--- config.mk ---
export PLATFORM = sky130hd
export DESIGN_NAME = vx_fpu_arb
export DESIGN_NICKNAME = d
export VERILOG_FILES = /design/src/rtl/vx_fpu_arb_pkg.sv /design/src/rtl/vx_fpu_arb_skid_buf.sv /design/src/rtl/vx_fpu_arb.sv
export SDC_FILE = /design/constraint.sdc
export NUM_CORES = 1
export LEC_CHECK = 0
export ABC_AREA = 1
export BUFFER_PORTS_ARGS = -buffer_cell sky130_fd_sc_hd__buf_2
export CORE_AREA = 2 2 373 375
export CTS_CLUSTER_SIZE = 10
export DETAILED_ROUTE_END_ITERATION = 10
export DIE_AREA = 0 0 375 377
export GPL_TIMING_DRIVEN = 0
export SLEW_MARGIN = 5
export SYNTH_ARGS = -nofsm -noshare
export SYNTH_HDL_FRONTEND = slang
export SYNTH_HIERARCHICAL = 1
export SYNTH_SLANG_ARGS = --single-unit
--- constraint.sdc ---
create_clock -name clk -period 15.3 [get_ports clk]
set_input_delay 4.59 -clock clk [delete_from_list [all_inputs] [get_ports clk]]
set_output_delay 4.59 -clock clk [all_outputs]
set_load 0.05 [all_outputs]
--- src/rtl/vx_fpu_arb_pkg.sv ---
// Shared FPU request/response layouts and width constants for the FPU arbiter slice.
package VX_fpu_types;

   localparam int FPU_REQ_DATAW = 128;
   localparam int FPU_RSP_DATAW = 40;

   typedef struct packed {
      logic [22:0] rsvd;
      logic [3:0]  op_type;
      logic [1:0]  fmt;
      logic [2:0]  frm;
      logic [31:0] dataa;
      logic [31:0] datab;
      logic [31:0] datac;
   } fpu_req_t;

   typedef struct packed {
      logic [1:0]  rsvd;
      logic [31:0] result;
      logic        has_fflags;
      logic [4:0]  fflags;
   } fpu_rsp_t;

   // Requester index width; a single requester still carries a 1-bit index.
   function automatic int sel_w(input int n);
      return (n > 1) ? $clog2(n) : 1;
   endfunction

endpackage

--- src/rtl/vx_fpu_arb_skid_buf.sv ---
// 2-entry registered buffer: output is always a register, ready_o depends only on occupancy.
module VX_fpu_skid_buf #(
   parameter int DATAW = 8
) (
   input  logic             clk,
   input  logic             reset,
   input  logic             valid_i,
   input  logic [DATAW-1:0] data_i,
   output logic             ready_o,
   output logic             valid_o,
   output logic [DATAW-1:0] data_o,
   input  logic             ready_i
);

   logic [1:0][DATAW-1:0] mem_q;
   logic                  wr_ptr_q, wr_ptr_d;
   logic                  rd_ptr_q, rd_ptr_d;
   logic [1:0]            cnt_q, cnt_d;
   logic                  push, pop;

   assign ready_o = !reset && (cnt_q != 2'd2);
   assign valid_o = !reset && (cnt_q != 2'd0);
   assign data_o  = mem_q[rd_ptr_q];
   assign push    = valid_i && ready_o;
   assign pop     = valid_o && ready_i;

   always_comb begin
      wr_ptr_d = wr_ptr_q;
      rd_ptr_d = rd_ptr_q;
      cnt_d    = cnt_q;
      if (push) wr_ptr_d = !wr_ptr_q;
      if (pop)  rd_ptr_d = !rd_ptr_q;
      if (push && !pop)      cnt_d = cnt_q + 2'd1;
      else if (pop && !push) cnt_d = cnt_q - 2'd1;
   end

   always_ff @(posedge clk) begin
      if (reset) begin
         wr_ptr_q <= 1'b0;
         rd_ptr_q <= 1'b0;
         cnt_q    <= 2'd0;
      end else begin
         wr_ptr_q <= wr_ptr_d;
         rd_ptr_q <= rd_ptr_d;
         cnt_q    <= cnt_d;
      end
   end

   always_ff @(posedge clk) begin
      if (push) mem_q[wr_ptr_q] <= data_i;
   end

endmodule

--- src/rtl/vx_fpu_arb.sv ---
// Round-robin arbiter sharing one FPU among NUM_REQS requesters; responses routed back by
// the requester index carried in the upper tag bits.
module vx_fpu_arb
   import VX_fpu_types::*;
#(
   parameter int NUM_REQS  = 4,
   parameter int REQ_DATAW = FPU_REQ_DATAW,
   parameter int RSP_DATAW = FPU_RSP_DATAW,
   parameter int TAG_WIDTH = 8,
   localparam int SELW     = sel_w(NUM_REQS)
) (
   input  logic                                 clk,
   input  logic                                 reset,
   input  logic [NUM_REQS-1:0]                  req_valid,
   input  logic [NUM_REQS-1:0][REQ_DATAW-1:0]   req_data,
   input  logic [NUM_REQS-1:0][TAG_WIDTH-1:0]   req_tag,
   output logic [NUM_REQS-1:0]                  req_ready,
   output logic                                 fpu_req_valid,
   output logic [REQ_DATAW-1:0]                 fpu_req_data,
   output logic [TAG_WIDTH+SELW-1:0]            fpu_req_tag,
   input  logic                                 fpu_req_ready,
   input  logic                                 fpu_rsp_valid,
   input  logic [RSP_DATAW-1:0]                 fpu_rsp_data,
   input  logic [TAG_WIDTH+SELW-1:0]            fpu_rsp_tag,
   output logic                                 fpu_rsp_ready,
   output logic [NUM_REQS-1:0]                  rsp_valid,
   output logic [NUM_REQS-1:0][RSP_DATAW-1:0]   rsp_data,
   output logic [NUM_REQS-1:0][TAG_WIDTH-1:0]   rsp_tag,
   input  logic [NUM_REQS-1:0]                  rsp_ready
);

   localparam int RQW = SELW + TAG_WIDTH + REQ_DATAW;
   localparam int RSW = SELW + TAG_WIDTH + RSP_DATAW;

   logic [SELW-1:0] rr_q, rr_d;
   logic [SELW-1:0] gnt_idx, cand;
   logic            gnt_vld, req_fire, req_skid_rdy;

   // Walk from farthest to nearest so the entry just after rr_q wins.
   always_comb begin
      gnt_vld = 1'b0;
      gnt_idx = '0;
      cand    = '0;
      for (int i = NUM_REQS; i >= 1; i--) begin
         cand = SELW'((int'(rr_q) + i) % NUM_REQS);
         if (req_valid[cand]) begin
            gnt_vld = 1'b1;
            gnt_idx = cand;
         end
      end
   end

   assign req_fire = gnt_vld && req_skid_rdy;
   assign rr_d     = req_fire ? gnt_idx : rr_q;

   always_comb begin
      req_ready          = '0;
      req_ready[gnt_idx] = req_fire;
   end

   always_ff @(posedge clk) begin
      if (reset) rr_q <= SELW'(NUM_REQS - 1);
      else       rr_q <= rr_d;
   end

   VX_fpu_skid_buf #(.DATAW(RQW)) u_req_buf (
      .clk     (clk),
      .reset   (reset),
      .valid_i (gnt_vld),
      .data_i  ({gnt_idx, req_tag[gnt_idx], req_data[gnt_idx]}),
      .ready_o (req_skid_rdy),
      .valid_o (fpu_req_valid),
      .data_o  ({fpu_req_tag, fpu_req_data}),
      .ready_i (fpu_req_ready)
   );

   logic [SELW-1:0]      in_idx, o_idx;
   logic [TAG_WIDTH-1:0] o_tag;
   logic [RSP_DATAW-1:0] o_data;
   logic                 idx_ok, o_vld, o_rdy;

   assign in_idx = fpu_rsp_tag[TAG_WIDTH +: SELW];
   assign idx_ok = int'(in_idx) < NUM_REQS;

   // Out-of-range indices still handshake on the FPU side but never enter the buffer.
   VX_fpu_skid_buf #(.DATAW(RSW)) u_rsp_buf (
      .clk     (clk),
      .reset   (reset),
      .valid_i (fpu_rsp_valid && idx_ok),
      .data_i  ({fpu_rsp_tag, fpu_rsp_data}),
      .ready_o (fpu_rsp_ready),
      .valid_o (o_vld),
      .data_o  ({o_idx, o_tag, o_data}),
      .ready_i (o_rdy)
   );

   for (genvar g = 0; g < NUM_REQS; g++) begin : g_rsp
      assign rsp_valid[g] = o_vld && (o_idx == SELW'(g));
      assign rsp_data[g]  = o_data;
      assign rsp_tag[g]   = o_tag;
   end

   assign o_rdy = |(rsp_valid & rsp_ready);

   always_ff @(posedge clk) begin
      if (!reset && fpu_rsp_valid && fpu_rsp_ready) assert (idx_ok);
   end

endmodule

==> results.toml <==
[place]
portBuffers = 945
dpl-instance-area_mm2 = 0.02935
place_congestion = 0.9474
hpwl_um = 123100

[layout]
layout-drive-gt1-share_pct = 35.07
syn2layout_area_growth_pct = 39.97
finish.instance_area_mm2 = 0.03101
nets = 4389

[sta]
tightestPinTransition_ns = 1.222
setup_viol = 0
grt_setup_unrepaired = "false"
slew_violations = 0
min_period_over_period_pct = 76.69
hold_slack_ns = 0.5471
fin_skew_ns = 0.02989
max_freq_mhz = 85.23
max_slew_margin_pct = 18.55
period_needed_ns = 11.73
finalHoldViolCount = 0

[setup_path]
reg2reg_slack_ns = 11.92
endpoint_kind = "output port"
crit_path_cell_trace = "buf_2, inv_1, nand2_1, nand3_1, nand2_1, inv_1, nand2_2, nand2_2, nand2_2, nand2_1, buf_2, nand2_1, nor2_1, buf_2"
cp_top_family = "simple AND/OR/NAND/NOR gates"
slowest_stage = "buf_2"
arrival_ns = 7.14
cp_common_cell = "nand2_1"
critical-path-max-stage-delay_ns = 0.58
worstSetupPathType = "in -> out"
start_kind = "input port"
worstPathRequired_ns = 10.71
cp_num_buf_inv = 5
path_max_fanout = 11

[cts]
cts_buffers = 51
clock_path_buffers = 3
cts_resized = 0
hold_buffers = 0
clock_latency_ns = 0.64
postCtsSetupRepairBufs = 0
root_buffer = "clkbuf_16"
clk_pin_slew_ns = 0.06
cts_tree = "yes"
cts.sinks = 386
h-tree-depth = 2

[global_routing]
grt_pass1_vias = 21904
grt_pass1_wl_um = 187100
grt-ovfl-total = 0
antenna_found_initial = 124
grt_max_degree = 74
grt_usage_pct = 19.91

[logic_synthesis]
synth_area_leaders = "edfxtp_1 51%, nand2_1 20%, nand3_1 12%"
yosysWarnings = 6
synth.ff_latch_count = 386
syn-cell-area_mm2 = 0.02215
syn_area_per_cell_um2 = 7.987
ys_async_sr_fraction_pct = 0
synth.distinct_cells = 22
synth.largest_area_cell = "edfxtp_1"
synth_nets = 3382
yosysSeqAreaShare_pct = 51.87
synth.most_common_cell = "nand2_1"
synth_top_cell_area_share_pct = 50.96
synth_edf_count = 376
synthFlopType = "edfxtp_1"
synth_commonest_cells = "1161 x nand2_1, 553 x nand3_1, 376 x edfxtp_1, 300 x inv_1, 181 x buf_4"
synthCells = 2774

[die]
die-area_mm2 = 0.1414
coreArea_mm2 = 0.1370
die_y_um = 377
io_pins = 946
die_w_um = 375
start_util_pct = 16.17
rows = 136

[detailed_routing]
postRouteAntennaNets = 0
via_per_inst = 4.170
vias = 23528
first_iter_violations = 1995
drtPass1Iterations = 5
drc = 0
wl_per_cell_um = 26.09
wl_um = 147200

[power]
p_total_w = 0.006488
p_per_area_mw_per_mm2 = 209.2
peakVddDrop_uv = 92.64
leakage_nw = 15.82

[status]
status = "finished, final reports clean"

[worst_hold_path]
holdCritPathClass = "reg -> reg"

[run]
cap_violations = 0
## placed cells by master (no fill, tap or decap), types with 12 or more instances in the layout
cell type | synthesis | layout
nand3_1 | 553 | 553
diode_2 | 0 | 38
clkbuf_16 | 0 | 52
clkbuf_1 | 15 | 25
buf_2 | 99 | 1044
buf_4 | 181 | 181
inv_1 | 300 | 298
buf_6 | 14 | 14
buf_1 | 12 | 12
edfxtp_1 | 376 | 376
nand2_1 | 1161 | 1161
## worst reg2reg max path: stages (launching register included)
cell and delay, ns:
dfxtp_1 0.32, buf_4 0.17, nand2_1 0.06, nand2_1 0.12
nand2_1 0.09, nand4_1 0.10, nand2_1 0.30, inv_1 0.20
buf_2 0.43, buf_2 0.53, nand3_1 0.60, nand2_1 0.28
## where the power goes
part	switching [W]	total [W]	leakage (nW)	internal, W
clock network	0.000480	0.00116	0.758	0.000683
registers	0.0000545	0.00165	3.58	0.00160
logic	0.00288	0.00367	11.5	0.000795
## sequential cells by signal, summed over array words and instances (netlist names)
register            count
rr_q                    2
u_rsp_buf/cnt_q         2
u_rsp_buf/wr_ptr_q      1
u_req_buf/mem_q       276
u_rsp_buf/rd_ptr_q      1
u_rsp_buf/mem_q       100
u_req_buf/wr_ptr_q      1
u_req_buf/rd_ptr_q      1
u_req_buf/cnt_q         2
## kinds of logic after synthesis
family,Yosys count,synth area share (%)
and+or+nand+nor,1746,32.95
AOI/OAI and AO/OA,13,0.3219
DFF,386,51.87
adders and majority gates,2,0.1129
buffers and inverters,627,14.75
## metal layers
layer,part of all wire (%),up-vias,wire (µm),GRT usage (%)
li1,-,10804,-,-
met1,39,11105,57200,23.29
met2,47,1233,69250,33.68
met3,9.5,336,13970,6.254
met4,4.4,50,6473,8.057
met5,0.22,-,327,0
## final timing paths
path,depth (start not counted),from,to
min,2,u_rsp_buf/cnt_q[0],u_rsp_buf/cnt_q[0]
max,14,req_valid[3],req_ready[3]
min reg2reg,2,u_rsp_buf/cnt_q[0],u_rsp_buf/cnt_q[0]
max reg2reg,11,rr_q[0],u_req_buf/mem_q[239]
## cell type report
| type | instances | area, µm² |
|---|---|---|
| Multi-Input combinational cell | 1761 | 7412 |
| Clock inverter | 20 | 230.2 |
| Clock buffer | 62 | 1339 |
| Sequential cell | 386 | 11490 |
| Timing Repair Buffer | 954 | 4925 |
| Fill cell | 15313 | 106000 |
| Antenna cell | 38 | 95.09 |
| Inverter | 306 | 1161 |
| Tap cell | 1794 | 2245 |
| Buffer | 321 | 2113 |
## metrics by stage
stage	setup TNS (ns)	setup WS (ns)	std cells	utilization, %
6_report	0	3.567	5642	22.64
3_3_place_gp	-243.60	-1.808	5513	21.27
2_1_floorplan	0	3.865	2774	-
5_1_grt	0	3.475	5621	22.60
4_1_cts	0	3.563	5604	22.57
3_5_place_dp	0	3.570	5522	21.42
Power figures use the tool's default switching activity.
